==> config.mk <==
export PLATFORM = sky130hd
export DESIGN_NAME = serial_add_seq
export DESIGN_NICKNAME = d
export VERILOG_FILES = /design/src/rtl/serial_add_seq.sv
export SDC_FILE = /design/constraint.sdc
export NUM_CORES = 1
export LEC_CHECK = 0
export BUFFER_PORTS_ARGS = -buffer_cell sky130_fd_sc_hd__buf_2
export CAP_MARGIN = 20
export CELL_PAD_IN_SITES_DETAIL_PLACEMENT = 0
export CELL_PAD_IN_SITES_GLOBAL_PLACEMENT = 1
export CORE_MARGIN = 1
export CORE_UTILIZATION = 40
export DETAILED_ROUTE_END_ITERATION = 12
export PLACE_DENSITY = 0.76
export SYNTH_ARGS = -nofsm -noshare
export SYNTH_HDL_FRONTEND = slang
export SYNTH_SLANG_ARGS = --single-unit
==> constraint.sdc <==
create_clock -name clk -period 2.05 [get_ports clk]
set_clock_uncertainty 0.05 [all_clocks]
set_input_delay 0.205 -clock clk [delete_from_list [all_inputs] [get_ports clk]]
set_output_delay 0.205 -clock clk [all_outputs]
set_load 0.01 [all_outputs]
==> src/rtl/serial_add_seq.sv <==
// Bit-serial adder: steps two WIDTH-bit operands LSB-first through one add cell.
// Optional subtract mode (port sub) is compiled in with `define SERADD_SUB_EN.
module serial_add_seq #(
    parameter int WIDTH = 8
) (
    input  logic             clk,
    input  logic             rst,
    input  logic             start,
    input  logic [WIDTH-1:0] a,
    input  logic [WIDTH-1:0] b,
    input  logic             cin,
`ifdef SERADD_SUB_EN
    input  logic             sub,
`endif
    output logic             ready,
    output logic             busy,
    output logic             done,
    output logic [WIDTH-1:0] sum,
    output logic             cout
);
    localparam int CW = (WIDTH > 1) ? $clog2(WIDTH) : 1;

    typedef enum logic [1:0] {IDLE, RUN, DONE} state_t;

    state_t           state, state_nxt;
    logic [WIDTH-1:0] rega, regb, sreg, sreg_nxt;
    logic [WIDTH-1:0] b_ld;
    logic             c_ld;
    logic             carry;
    logic [CW-1:0]    cnt;
    logic             last;
    logic             h1_s, h1_c, h2_c, bit_s, bit_c;

`ifdef SERADD_SUB_EN
    // Subtract as a + ~b + 1; cin has no effect in this mode.
    assign b_ld = sub ? ~b : b;
    assign c_ld = sub | cin;
`else
    assign b_ld = b;
    assign c_ld = cin;
`endif

    assign h1_s  = rega[0] ^ regb[0];
    assign h1_c  = rega[0] & regb[0];
    assign bit_s = h1_s ^ carry;
    assign h2_c  = h1_s & carry;
    assign bit_c = h1_c | h2_c;
    assign last  = (cnt == CW'(WIDTH - 1));

    always_comb begin
        sreg_nxt            = sreg >> 1;
        sreg_nxt[WIDTH-1]   = bit_s;
    end

    always_ff @(posedge clk or posedge rst) begin
        if (rst) state <= IDLE;
        else     state <= state_nxt;
    end

    always_comb begin
        state_nxt = state;
        ready     = 1'b0;
        busy      = 1'b0;
        done      = 1'b0;
        case (state)
            IDLE: begin
                ready = 1'b1;
                if (start) state_nxt = RUN;
            end
            RUN: begin
                busy = 1'b1;
                if (last) state_nxt = DONE;
            end
            DONE: begin
                done      = 1'b1;
                state_nxt = IDLE;
            end
            default: state_nxt = IDLE;
        endcase
    end

    always_ff @(posedge clk or posedge rst) begin
        if (rst) begin
            rega  <= '0;
            regb  <= '0;
            sreg  <= '0;
            carry <= 1'b0;
            cnt   <= '0;
            sum   <= '0;
            cout  <= 1'b0;
        end else begin
            case (state)
                IDLE: begin
                    if (start) begin
                        rega  <= a;
                        regb  <= b_ld;
                        carry <= c_ld;
                        cnt   <= '0;
                    end
                end
                RUN: begin
                    rega  <= rega >> 1;
                    regb  <= regb >> 1;
                    carry <= bit_c;
                    sreg  <= sreg_nxt;
                    // Counter stops on the final bit so it never wraps.
                    if (last) begin
                        sum  <= sreg_nxt;
                        cout <= bit_c;
                    end else begin
                        cnt <= cnt + 1'b1;
                    end
                end
                default: ;
            endcase
        end
    end
endmodule

==> impl_metrics.ini <==
[die]
die_y_um = 70.45
fp.dieW_um = 70.45
io_pins = 32
initial_utilization = 0.4246
rows = 24
die-area_sq_um = 4963
coreArea_sq_um = 4414

[place]
dp_hpwl_mm = 2.381
routabilityCongestion = 0.7017
io_buffers = 31

[timing]
period_minus_slack_ns = 1.863
slew_headroom = 0.6439
hold_violations = 0
rsz0062_at_grt = false
fin_crit_sh = 0.9088
setup_violations = 0
finalMaxSlewViolations = 0
tns_ns = 0
tightestPinTransition_ns = 0.5342
clock.fmax_ghz = 0.5368

[pwr]
vdd_drop_max_mv = 0.5942
power.share.clock = 0.166
p_int_mw = 2.062
fin_total_pwr_mw = 3.099
switching_share = 0.3347
p_comb_frac = 0.400
p_per_area_nw_per_um2 = 1451
p_seq_frac = 0.434
p_leak_nw = 1.029
p_sw_mw = 1.037

[global_route]
grt_max_degree = 39
antenna_found_initial = 0
grt_pass1_wl_mm = 6.092
overflow = 0
grt_pass1_vias = 1295
grtUsageTotal = 0.1574

[clock_network]
cts.sink_count = 38
clk_pin_slew_ns = 0.07
cts_made_buffers = 5
cts-htree-levels = 2
cts_root_buffer = clkbuf_8
clockBufferDepth = 2
cts_setup_buffers = 0
cts_tree = built
clock_latency_ns = 0.28

[setup_path]
crit_path_end_kind = primary output
path_class = reg2out
path_buf_inv = 2
slowest_delay_ns = 0.68
start_kind = flip-flop
cp_max_fo = 21
critPathRequiredTime_ns = 1.79
worst_path_max_delay_cell = dfrtp_1
arrival_ns = 1.61
cp_cell_sequence = buf_4, nor2b_1, buf_2
critical-path-top-delay-family = flip-flops

[synth]
yosys_warnings = 0
netlist_top_cells_area = dfrtp_1, mux2_4, nor4b_1
syn_avg_cell_area_sq_um = 12.41
ys_seq_elements = 38
synthCells = 151
netlist_area_sq_um = 1874
synth_top_area_share = 0.5073
synth_nets = 174
synth_top_cell_by_area = dfrtp_1
seq_area_frac_synth = 0.5073
ys_types = 25

[drt]
viasPerCell = 5.381
antenna_left = 0
via_count = 1270
drtIter0Drc = 34
drc_errors = 0
wl_per_cell_um = 14.34
drt-pass1-iter-count = 4
wl_mm = 3.385

[cells_and_area]
layout.nets = 206
drive_above_1_share = 0.3370
final_common_cell = dfrtp_1
final_cell_mix = dfrtp_1, buf_2, inv_1
diodes = 0
syn_to_final_growth_pct = 13.95

[outcome]
status = completed

[worst_hold_path]
hold_class = in2reg

[run]
drv_cap = 0
==> metrics by stage <==
step | worst slack (ns) | area (sq um) | utilization | hold slack (ns) | std cells
after floorplan | 0.5006 | 1874 | - | 0.3247 | 151
after global placement | 0.4397 | 2034 | 0.4609 | 0.2898 | 227
after detailed placement | 0.3610 | 2034 | 0.4609 | 0.2969 | 227
after CTS | 0.1971 | 2136 | 0.4838 | 0.1225 | 236
after global routing | 0.07464 | 2136 | 0.4838 | 0.1472 | 236
final | 0.1870 | 2136 | 0.4838 | 0.1260 | 236
==> final cells by class <==
type,count,area (sq um)
Tap cell,52,65.06
Inverter,18,67.56
Multi-Input combinational cell,82,750.7
Timing Repair Buffer,38,210.2
Clock buffer,7,86.33
Fill cell,435,2278
Sequential cell,38,950.9
Clock inverter,1,5.005
==> cells by family after synthesis <==
family          count (synthesis)  synth area share
compound gates                 22            0.1035
fa+ha+maj                       3           0.02403
buf+inv                        31           0.09212
flops                          38            0.5073
mux                            16            0.1142
simple gates                   41            0.1589
==> power groups by stage <==
| stage | Clock, mW | Sequential, mW | Combinational (mW) |
|---|---|---|---|
| final | 0.514 | 1.34 | 1.24 |
| after floorplan | 0 | 1.33 | 0.997 |
| after detailed placement | 0 | 1.36 | 1.26 |
| after global placement | 0 | 1.34 | 1.21 |
| after CTS | 0.532 | 1.35 | 1.26 |
| after global routing | 0.562 | 1.40 | 1.38 |
==> cells in the mapped netlist <==
master and n:
nand3b_1 1, nor2_1 8, nor4b_1 14, a21oi_1 1, buf_4 1, a222oi_1 1, mux2_2 7, a211o_1 3
nor2b_1 3, inv_1 18, a221oi_1 7, nor4b_2 1, mux2_4 9, o21bai_4 1, and3_1 3, nor4bb_1 2
ha_1 2, fa_1 1, a211oi_1 7, buf_2 6, nand2b_1 2, dfrtp_1 38, nor3b_1 7, a32o_1 2
buf_6 6
==> routing by layer <==
metal  GRT usage  wire length (um)  up-vias
li1            -                 -      611
met1      0.1965              1518      625
met2      0.2571              1641       29
met3     0.04906               170        5
met4     0.05333                56        0
met5           0                 0        -
==> flip-flops by register name, indices dropped and copies added, names as in the netlist <==
signal,flops
carry,1
regb,8
cout,1
rega,8
cnt,3
sreg,7
state,2
sum,8
==> repair_timing <==
action / CTS / global route
resized for setup: 0 / 0
hold buffers: 1 / 0
hold endpoints to repair: 38 / 0
==> worst paths after layout <==
path	start	end	slack (ns)	cells past startpoint
worst max-delay path	state[1]	done	0.19	3
worst min-delay path	b[7]	regb[7]	0.13	2
worst max register to register	cnt[0]	sum[6]	0.35	5
worst min register to register	rega[7]	rega[7]	0.45	1
max in group asynchronous	rst	cnt[1]	1.10	4
min in group asynchronous	rst	sreg[2]	0.53	4
No activity file was read; power rests on OpenSTA's default activity.
